<file path="config.mk">
export PLATFORM = sky130hd
export DESIGN_NAME = pipe_hazard_ctrl
export DESIGN_NICKNAME = d
export VERILOG_FILES = /design/src/rtl/pipe_hazard_ctrl_pkg.sv /design/src/rtl/pipe_hazard_ctrl_fwd_sel.sv /design/src/rtl/pipe_hazard_ctrl.sv
export SDC_FILE = /design/constraint.sdc
export NUM_CORES = 1
export LEC_CHECK = 0
export CELL_PAD_IN_SITES_DETAIL_PLACEMENT = 0
export CELL_PAD_IN_SITES_GLOBAL_PLACEMENT = 2
export CORE_ASPECT_RATIO = 2
export CORE_MARGIN = 2
export CORE_UTILIZATION = 26
export CTS_CLUSTER_SIZE = 10
export DETAILED_ROUTE_END_ITERATION = 8
export GPL_TIMING_DRIVEN = 0
export HOLD_SLACK_MARGIN = 0.02
export PLACE_DENSITY_LB_ADDON = 0.1
export REMOVE_ABC_BUFFERS = 1
export SYNTH_ARGS = -nofsm -noshare
export SYNTH_HDL_FRONTEND = slang
export SYNTH_SLANG_ARGS = --single-unit
</file>
<file path="constraint.sdc">
create_clock -name clk -period 2.8 [get_ports clk]
set_input_delay 0.42 -clock clk [delete_from_list [all_inputs] [get_ports clk]]
set_output_delay 0.42 -clock clk [all_outputs]
set_load 0.005 [all_outputs]
</file>
<file path="src/rtl/pipe_hazard_ctrl_pkg.sv">
// Shared definitions for the pipeline hazard sequencer: forwarding select
// codes, stall FSM state encoding and producer/consumer helper functions.
package pipe_hazard_ctrl_pkg;

  // EX operand source select
  typedef enum logic [1:0] {
    FWD_RF  = 2'b00,  // value read from the register file (IDReg busA/busB)
    FWD_MEM = 2'b01,  // EX/MEM ALU result
    FWD_WB  = 2'b10   // MEM/WB write-back data
  } fwd_sel_e;

  // Stall FSM states
  typedef enum logic {
    ST_RUN   = 1'b0,
    ST_STALL = 1'b1
  } state_e;

  // Width of the remaining-stall-cycles down-counter
  localparam int LEFT_W = 3;

  // Control bits carried in IDReg; a bubble loads all of them as zero
  typedef struct packed {
    logic       regwr;
    logic       memtoreg;
    logic       memwr;
    logic       branch;
    logic       jump;
    logic       alusrc;
    logic       regdst;
    logic [2:0] aluop;
  } ctrl_t;

  localparam ctrl_t NOP_CTRL = '0;

  // A producer only matters if it really writes a non-zero register and
  // its result was not suppressed by an arithmetic overflow.
  function automatic logic producer_valid(input logic       regwr,
                                          input logic [4:0] rw,
                                          input logic       ovf);
    return regwr && (rw != 5'd0) && !ovf;
  endfunction

  // True if the ID instruction reads register rw (Rt only when it is used).
  function automatic logic id_reads(input logic [4:0] rw,
                                    input logic [4:0] rs,
                                    input logic [4:0] rt,
                                    input logic       rt_used);
    return (rw == rs) || (rt_used && (rw == rt));
  endfunction

endpackage

</file>
<file path="src/rtl/pipe_hazard_ctrl_fwd_sel.sv">
// Forwarding select for one EX-stage ALU operand. The nearer producer
// (EX/MEM) wins over the older one (MEM/WB) because it holds newer data.
module pipe_fwd_sel
  import pipe_hazard_ctrl_pkg::*;
#(
  parameter int FWD_EN = 1
) (
  input  logic [4:0] ex_src,
  input  logic       mem_valid,
  input  logic [4:0] mem_rw,
  input  logic       wb_valid,
  input  logic [4:0] wb_rw,
  output logic [1:0] sel
);

  // Pick the newest valid producer of the operand register
  always_comb begin
    sel = FWD_RF;
    if (FWD_EN != 0) begin
      if (mem_valid && (mem_rw == ex_src)) begin
        sel = FWD_MEM;
      end else if (wb_valid && (wb_rw == ex_src)) begin
        sel = FWD_WB;
      end
    end
  end

endmodule

</file>
<file path="src/rtl/pipe_hazard_ctrl.sv">
// Hazard sequencer for the 5-stage pipeline: EX operand forwarding,
// WB->ID bypass, RAW stall FSM, redirect flushing and perf counters.
// All control outputs are combinational in the current cycle; only the
// FSM state, the stall down-counter and the counters are registered.
module pipe_hazard_ctrl
  import pipe_hazard_ctrl_pkg::*;
#(
  parameter int FWD_EN     = 1,
  parameter int LOAD_STALL = 1,
  parameter int CNT_W      = 32
) (
  input  logic             clk,
  input  logic             rst,
  input  logic [4:0]       id_rs,
  input  logic [4:0]       id_rt,
  input  logic             id_rt_used,
  input  logic [4:0]       ex_rs,
  input  logic [4:0]       ex_rt,
  input  logic [4:0]       ex_rw,
  input  logic             ex_regwr,
  input  logic             ex_memtoreg,
  input  logic [4:0]       mem_rw,
  input  logic             mem_regwr,
  input  logic             mem_ovf,
  input  logic             mem_redirect,
  input  logic [4:0]       wb_rw,
  input  logic             wb_regwr,
  input  logic             wb_ovf,
  output logic             pc_hold,
  output logic             ifid_hold,
  output logic             idex_bubble,
  output logic             flush_if,
  output logic             flush_id,
  output logic             flush_ex,
  output logic [1:0]       fwd_a,
  output logic [1:0]       fwd_b,
  output logic             id_byp_a,
  output logic             id_byp_b,
  output logic             stalled,
  output logic [CNT_W-1:0] stall_cnt,
  output logic [CNT_W-1:0] flush_cnt
);

  // Load-use stall length, clamped to what the down-counter can express
  localparam logic [LEFT_W-1:0] LOAD_STALL_C =
    (LOAD_STALL < 1) ? LEFT_W'(1) :
    (LOAD_STALL > 7) ? LEFT_W'(7) : LEFT_W'(LOAD_STALL);

  localparam logic [CNT_W-1:0] CNT_ONE = CNT_W'(1);

  state_e              state_reg, state_next;
  logic [LEFT_W-1:0]   left_reg, left_next;
  logic [CNT_W-1:0]    stall_cnt_reg, stall_cnt_next;
  logic [CNT_W-1:0]    flush_cnt_reg, flush_cnt_next;

  logic                ex_valid;
  logic                mem_valid;
  logic                wb_valid;
  logic                ex_hit;
  logic                mem_hit;
  logic                wb_hit;
  logic [LEFT_W-1:0]   haz_cnt;
  logic                hold_c;
  logic                flush_c;

  logic [4:0]          opnd_src [2];
  logic [1:0]          opnd_sel [2];

  // Producer validity; the EX instruction has no overflow flag yet
  assign ex_valid  = producer_valid(ex_regwr, ex_rw, 1'b0);
  assign mem_valid = producer_valid(mem_regwr, mem_rw, mem_ovf);
  assign wb_valid  = producer_valid(wb_regwr, wb_rw, wb_ovf);

  // Does the instruction in ID read what each stage is about to write
  assign ex_hit  = ex_valid  && id_reads(ex_rw,  id_rs, id_rt, id_rt_used);
  assign mem_hit = mem_valid && id_reads(mem_rw, id_rs, id_rt, id_rt_used);
  assign wb_hit  = wb_valid  && id_reads(wb_rw,  id_rs, id_rt, id_rt_used);

  // Operand A compares against Rs, operand B against Rt
  assign opnd_src[0] = ex_rs;
  assign opnd_src[1] = ex_rt;

  genvar gi;
  generate
    for (gi = 0; gi < 2; gi++) begin : g_fwd
      pipe_fwd_sel #(
        .FWD_EN (FWD_EN)
      ) u_fwd_sel (
        .ex_src    (opnd_src[gi]),
        .mem_valid (mem_valid),
        .mem_rw    (mem_rw),
        .wb_valid  (wb_valid),
        .wb_rw     (wb_rw),
        .sel       (opnd_sel[gi])
      );
    end
  endgenerate

  // Hazard length seen by a new ID instruction; only evaluated in RUN.
  // Without forwarding the wait is set by how far the producer still has
  // to travel before its value reaches the register file.
  always_comb begin
    haz_cnt = '0;
    if (state_reg == ST_RUN) begin
      if (FWD_EN != 0) begin
        if (ex_memtoreg && ex_hit) begin
          haz_cnt = LOAD_STALL_C;
        end
      end else begin
        if (ex_hit) begin
          haz_cnt = LEFT_W'(3);
        end else if (mem_hit) begin
          haz_cnt = LEFT_W'(2);
        end else if (wb_hit) begin
          haz_cnt = LEFT_W'(1);
        end
      end
    end
  end

  // Stall FSM next state; a redirect overrides any stall in progress
  always_comb begin
    state_next = state_reg;
    left_next  = left_reg;
    hold_c     = 1'b0;
    flush_c    = 1'b0;
    if (mem_redirect) begin
      flush_c    = 1'b1;
      state_next = ST_RUN;
      left_next  = '0;
    end else if (state_reg == ST_STALL) begin
      if (left_reg == '0) begin
        // Defensive exit; STALL is normally left when left reaches 0
        state_next = ST_RUN;
      end else begin
        hold_c    = 1'b1;
        left_next = left_reg - LEFT_W'(1);
        if (left_reg == LEFT_W'(1)) begin
          state_next = ST_RUN;
        end
      end
    end else if (haz_cnt != '0) begin
      hold_c    = 1'b1;
      left_next = haz_cnt - LEFT_W'(1);
      if (haz_cnt > LEFT_W'(1)) begin
        state_next = ST_STALL;
      end
    end
  end

  // Saturating performance counters
  always_comb begin
    stall_cnt_next = stall_cnt_reg;
    flush_cnt_next = flush_cnt_reg;
    if (hold_c && (stall_cnt_reg != '1)) begin
      stall_cnt_next = stall_cnt_reg + CNT_ONE;
    end
    if (mem_redirect && (flush_cnt_reg != '1)) begin
      flush_cnt_next = flush_cnt_reg + CNT_ONE;
    end
  end

  // State and counter registers; reset abandons any stall in progress
  always_ff @(posedge clk) begin
    if (rst) begin
      state_reg     <= ST_RUN;
      left_reg      <= '0;
      stall_cnt_reg <= '0;
      flush_cnt_reg <= '0;
    end else begin
      state_reg     <= state_next;
      left_reg      <= left_next;
      stall_cnt_reg <= stall_cnt_next;
      flush_cnt_reg <= flush_cnt_next;
    end
  end

  // Control outputs are forced quiet while reset is held
  assign pc_hold     = !rst && hold_c;
  assign ifid_hold   = !rst && hold_c;
  assign idex_bubble = !rst && hold_c;
  assign flush_if    = !rst && flush_c;
  assign flush_id    = !rst && flush_c;
  assign flush_ex    = !rst && flush_c;
  assign fwd_a       = rst ? FWD_RF : opnd_sel[0];
  assign fwd_b       = rst ? FWD_RF : opnd_sel[1];
  assign id_byp_a    = !rst && wb_valid && (wb_rw == id_rs);
  assign id_byp_b    = !rst && wb_valid && id_rt_used && (wb_rw == id_rt);
  assign stalled     = !rst && (state_reg == ST_STALL);
  assign stall_cnt   = stall_cnt_reg;
  assign flush_cnt   = flush_cnt_reg;

endmodule

</file>
# ---- Word level (Yosys, flattened, before mapping)
# Cells that the tools add are included.
dict set report classes {
  n_div 0
  n_bitwise 0
  add_sub_neg 4
  shift 0
  n_eq_ne 12
  n_mul 0
  mux 21
  n_reduce_logical 33
  magnitude_cmp 1
}
# cell count
set ops {}
lappend ops {{$add 32x1->32 const B} 2}
lappend ops {{$ne 32x32->1 const B} 2}
lappend ops {{$eq 5x5->1} 8}
lappend ops {{$logic_and 1x1->1} 21}
lappend ops {{$reduce_bool 5->1} 3}
lappend ops {{$mux 1} 12}
lappend ops {{$mux 2} 6}
lappend ops {{$mux 3} 3}
lappend ops {{$sub 3x1->3 const B} 2}
lappend ops {{$eq 3x1->1 const B} 1}
lappend ops {{$gt 3x1->1 const B} 1}
lappend ops {{$logic_not 1->1} 3}
lappend ops {{$logic_not 3->1} 1}
lappend ops {{$reduce_bool 3->1} 1}
lappend ops {{$ne 2x2->1 const B} 1}
lappend ops {{$reduce_and 2->1} 1}
lappend ops {{$reduce_bool 2->1} 1}
lappend ops {{$reduce_or 2->1} 1}
lappend ops {{$logic_or 1x1->1} 1}
dict set report word_totals {
  inputBits 45
  reg_bits 68
  mem_count 0
  rom_bits 0
  latchBits 0
  ramBits 0
}

# ---- Depth between registers and ports, before layout
dict set report depth {
  ltp_word 12
  depth_mapped 11
  ltp_nobuf 9
}

# ---- Modules after synthesis
# Synthesis repeated with hierarchy kept, for this count alone.
dict set report unflattened {
  cells_unflattened 475
  area_unflattened_um2 3916.3
}
# mod area_per_inst_um2 seq_area_each_um2 instances cells_each
set by_module_without_submodules {}
lappend by_module_without_submodules {pipe_hazard_ctrl 3666.0 1361.3 1 445}
lappend by_module_without_submodules {pipe_fwd_sel 125.1 0.0 2 15}

# ---- Worst setup path after synthesis
# Ideal clock, no wire load.
dict set report synth_timing {
  path_kind {in2out}
  from {input ex_rw[1]}
  to {output ifid_hold}
  stages 6
  t_required_ns 2.380
  setup_slack_ns 0.562
  path_buffers 1
  arrival_time_ns 1.818
  path_cell_list {or4_1 o2111ai_1 a21o_1 and2_1 nor2_1 buf_4}
}
dict set report synth_between {
  elab_chain_cells 12
  word_cells_on_any_way 15
  cone_classes {2 x eq/ne; 5 x mux; 8 x reduce/logical}
}
# element line_no
set synth_lines {}
lappend synth_lines {{from (decl)} pipe_hazard_ctrl.sv:19} ;# input logic [4:0] ex_rw,
lappend synth_lines {{$eq 5x5->1} pipe_hazard_ctrl_pkg.sv:48} ;# return (rw == rs) || (rt_used && (rw == rt));
lappend synth_lines {{$logic_and 1x1->1} pipe_hazard_ctrl_pkg.sv:48}
lappend synth_lines {{$logic_or 1x1->1} pipe_hazard_ctrl_pkg.sv:48}
lappend synth_lines {{$logic_and 1x1->1 (*)} pipe_hazard_ctrl.sv:75} ;# assign ex_hit = ex_valid && id_reads(ex_rw, id_rs, id_rt, id_rt_used);
lappend synth_lines {{$logic_and 1x1->1 (*)} pipe_hazard_ctrl.sv:106} ;# if (ex_memtoreg && ex_hit) begin
lappend synth_lines {{$mux 1 (*)} pipe_hazard_ctrl.sv:106}
lappend synth_lines {{$mux 1 (*)} pipe_hazard_ctrl.sv:104} ;# if (state_reg == ST_RUN) begin
lappend synth_lines {{$reduce_bool 3->1 (*)} pipe_hazard_ctrl.sv:142} ;# end else if (haz_cnt != '0) begin
lappend synth_lines {{$mux 1 (*)} pipe_hazard_ctrl.sv:142}
lappend synth_lines {{$mux 1 (*)} pipe_hazard_ctrl.sv:131} ;# end else if (state_reg == ST_STALL) begin
lappend synth_lines {{$mux 1 (*)} pipe_hazard_ctrl.sv:127} ;# if (mem_redirect) begin
lappend synth_lines {{$logic_and 1x1->1 (*)} --}
lappend synth_lines {{to (decl)} pipe_hazard_ctrl.sv:30} ;# output logic ifid_hold,
# Every way passes the cells marked *; elsewhere a longest branch is shown, timed or not.

# ---- Worst setup path in the final report
dict set report layout_timing {
  from {input wb_rw[0]}
  to {output id_byp_a}
}
dict set report layout_between {
  elab_chain_cells 5
  word_cells_on_any_way 6
  cone_classes {1 x eq/ne; 5 x reduce/logical}
}
# element line_no
set layout_lines {}
lappend layout_lines {{from (decl)} pipe_hazard_ctrl.sv:26} ;# input logic [4:0] wb_rw,
lappend layout_lines {{$reduce_bool 5->1} pipe_hazard_ctrl_pkg.sv:40} ;# return regwr && (rw != 5'd0) && !ovf;
lappend layout_lines {{$logic_and 1x1->1 (2 in series)} pipe_hazard_ctrl_pkg.sv:40}
lappend layout_lines {{$logic_and 1x1->1} pipe_hazard_ctrl.sv:187} ;# assign id_byp_a = !rst && wb_valid && (wb_rw == id_rs);
lappend layout_lines {{$logic_and 1x1->1 (*)} pipe_hazard_ctrl.sv:187}
lappend layout_lines {{to (decl)} pipe_hazard_ctrl.sv:37} ;# output logic id_byp_a,
# Marked as above.

==> impl_metrics.py <==
metrics = {
    "run_status": {
        "outcome": "complete, no violations",
    },
    "synthesis": {
        "syn_inst": 474,
        "ys_types": 41,
        "synth-adder-area-share_pct": 1.630,
        "synth_seq_cells": 68,
        "async_reset_ff_share_pct": 0,
        "synth_warnings": 0,
        "syn_area_mm2": 0.003839,
        "synth_top_family_by_area": "simple AND/OR/NAND/NOR gates",
        "synthXorXnorAreaFrac_pct": 20.08,
        "syn_area_per_cell_um2": 8.098,
        "synth-main-ff-cell": "dfxtp_1",
        "yosys.area_share.simple_pct": 30.90,
        "synth_mux_area_share_pct": 0.5541,
        "synth_edf_count": 0,
        "synth-compound-area-share_pct": 7.562,
        "ys_seq_area_share_pct": 35.46,
    },
    "worst_setup_path": {
        "critPathRequiredTime_ns": 2.38,
        "start_kind": "primary input",
        "max_stage_delay_ns": 0.69,
        "crit_fanout": 5,
        "arrival_ns": 2.26,
        "reg2reg_depth": 10,
        "r2r_slack_ns": 0.29,
        "crit_chain": "clkdlybuf4s50_1, o211ai_1, buf_4, nor4_1, clkdlybuf4s50_1",
        "crit_type": "in -> out",
        "crit_path_frequent_cell": "clkdlybuf4s50_1",
        "end_kind": "primary output",
        "r2r_end": "stall_cnt[22]$_SDFFE_PP0P_",
        "r2r_start": "left_reg[0]$_SDFFE_PP0P_",
        "cp_slowest_cell": "clkdlybuf4s50_1",
    },
    "power_and_ir_drop": {
        "cellPowerDensity_mw_per_mm2": 448.0,
        "vdd_drop_max_mv": 0.3061,
        "p_leak_uw": 0.001962,
    },
    "place": {
        "dp_cells": 764,
        "dpl.hpwl_mm": 9.164,
        "dpl_worst_slack_ns": -0.5040,
        "place_congestion": 0.7881,
        "io_buffers": 121,
    },
    "global_routing": {
        "grt_pass1_wl_mm": 19.86,
        "gr-total-overflow": 0,
        "grt_max_degree": 73,
        "grt_usage_pct": 15.61,
        "grt_pass1_vias": 3875,
        "antenna_found_initial": 0,
    },
    "timing": {
        "rsz0062_at_grt": "no",
        "finClkSkew_ns": 0.007247,
        "finalCritPeriodShare_pct": 95.75,
        "maxSlewHeadroom_pct": 45.71,
        "tightestPinTransition_ns": 0.8143,
        "final_hold_viol_count": 0,
        "timing.fmax_ghz": 0.3730,
        "worst_slack_ns": 0.1189,
        "setup_viol_count_final": 0,
        "finalCriticalPeriod_ns": 2.681,
        "finalSetupTns_ns": 0,
        "final-max-slew-violation-count": 0,
    },
    "layout": {
        "drive_gt1_share_pct": 6.588,
        "fin_nets": 637,
        "final_cells": 784,
        "diodes": 0,
        "syn2layout_area_growth_pct": 46.32,
        "layout_common_cells": "clkdlybuf4s50_1, nor2_1, dfxtp_1",
        "layout_commonest_cell": "clkdlybuf4s50_1",
    },
    "routing": {
        "drtIter0Drc": 75,
        "vias": 3676,
        "wirelength_mm": 11.99,
        "firstDrtPassIters": 4,
        "ant_nets": 0,
        "viasPerCell": 4.689,
        "wl_per_cell_um": 15.30,
        "drc": 0,
    },
    "die": {
        "core-area_mm2": 0.01443,
        "io-pin-count": 122,
        "fp.dieArea_mm2": 0.01581,
        "die_x_um": 89.92,
        "rows": 62,
        "start_util_pct": 26.60,
        "die_y_um": 175.8,
    },
    "clocking": {
        "clock_latency_ns": 0.33,
        "postCtsHoldBufs": 0,
        "cts_sinks": 68,
        "htree_levels": 3,
        "clockRootBuffer": "clkbuf_16",
        "path_clk_slew_ns": 0.05,
        "cts_buffer_depth": 2,
        "numCtsBuffers": 9,
        "tritoncts": "done",
    },
    "hold_path": {
        "hp-class": "reg -> reg",
        "min_to": "left_reg[2]$_SDFFE_PP0P_",
        "min_from": "left_reg[2]$_SDFFE_PP0P_",
        "holdPathStages": 2,
    },
    "flow_run": {
        "drv_cap": 0,
    },
}
[layout make-up]
class | instances | area (um2)
fillers | 1523 | 8812
multi-input cells | 372 | 2387
flip-flops and latches | 68 | 1361
repair buffers | 126 | 1240
clock buffers | 11 | 242.7
well taps | 192 | 240.2
clock inverters | 5 | 107.6
inverters | 10 | 37.54
[critical path, delay by kind of cell]
family	cells	cell delay, ns
buf+inv	3	1.42
simple gates	1	0.29
compound gates	1	0.12
[Yosys cell counts (2+ instances only)]
library cell,n,area (um2)
nor2_1,72,270.3
dfxtp_1,68,1361
xor2_1,56,490.5
xnor2_1,32,280.3
nand2_1,31,116.4
nand3_1,31,155.2
nand4_1,23,143.9
a21oi_1,18,90.09
and3_1,18,112.6
clkbuf_1,16,60.06
nor3_1,13,65.06
o21ai_0,13,65.06
or3_1,12,75.07
inv_1,10,37.54
and4_1,7,61.31
and2_1,6,37.54
ha_1,5,62.56
nor4_1,5,31.28
or4_1,5,37.54
buf_4,4,30.03
buf_2,3,15.01
a211oi_1,2,15.01
a211oi_2,2,25.02
a21o_1,2,15.01
a31oi_1,2,12.51
nand2b_1,2,12.51
nor2b_1,2,12.51
[how the worst max path moves through the flow]
stage	from	endpoint	depth (start not counted)
final	wb_rw[0]	id_byp_a	5
after global routing	mem_rw[1]	fwd_b[1]	8
after CTS	left_reg[0]$_SDFFE_PP0P_	stall_cnt[22]$_SDFFE_PP0P_	10
after detailed placement	ex_rw[2]	idex_bubble	7
after global placement	rst	ifid_hold	4
after floorplan	left_reg[0]$_SDFFE_PP0P_	stall_cnt[22]$_SDFFE_PP0P_	9
[per-stage QoR]
stage	util, %	hold slack [ns]	area, um2	total power [uW]
floorplan	-	0.4544	3730	1063
global placement	35.91	0.4702	5181	1191
detailed placement	36.04	0.4817	5200	1195
CTS	38.79	0.4963	5597	2571
global route	38.93	0.5220	5617	2619
finish	38.93	0.4879	5617	2516
[logic make-up (layout without fill, tap and decap cells)]
| logic type | Yosys count | in the layout |
|---|---|---|
| simple gates | 233 | 233 |
| compound gates | 44 | 44 |
| fa+ha+maj | 5 | 5 |
| mux | 2 | 2 |
| xor+xnor | 88 | 88 |
| flops | 68 | 68 |
| buf+inv | 34 | 152 |
[what timing repair did]
item | 4_1_cts | 5_1_grt
setup buffers | 3 | 1
setup endpoints to repair | 12 | 5
cloned | 0 | 0
pin swaps | 6 | 1
gates resized for setup | 22 | 3
[report_power, final]
group / internal, uW / leakage (uW) / total [uW] / switching, uW
combinational: 104 / 0.00124 / 197 / 93.1
clock: 900 / 0.000170 / 1340 / 445
sequential: 971 / 0.000548 / 975 / 3.88
[per-layer routing]
| layer | part of all wire [%] | vias up | track usage, % |
|---|---|---|---|
| met2 | 58 | 83 | 31.98 |
| met5 | 0 | - | 0 |
| met1 | 37 | 1709 | 14.82 |
| li1 | - | 1868 | - |
| met4 | 2.2 | 0 | 5.962 |
| met3 | 3.4 | 16 | 3.175 |
Note: power is estimated with default switching activity, not from simulation.
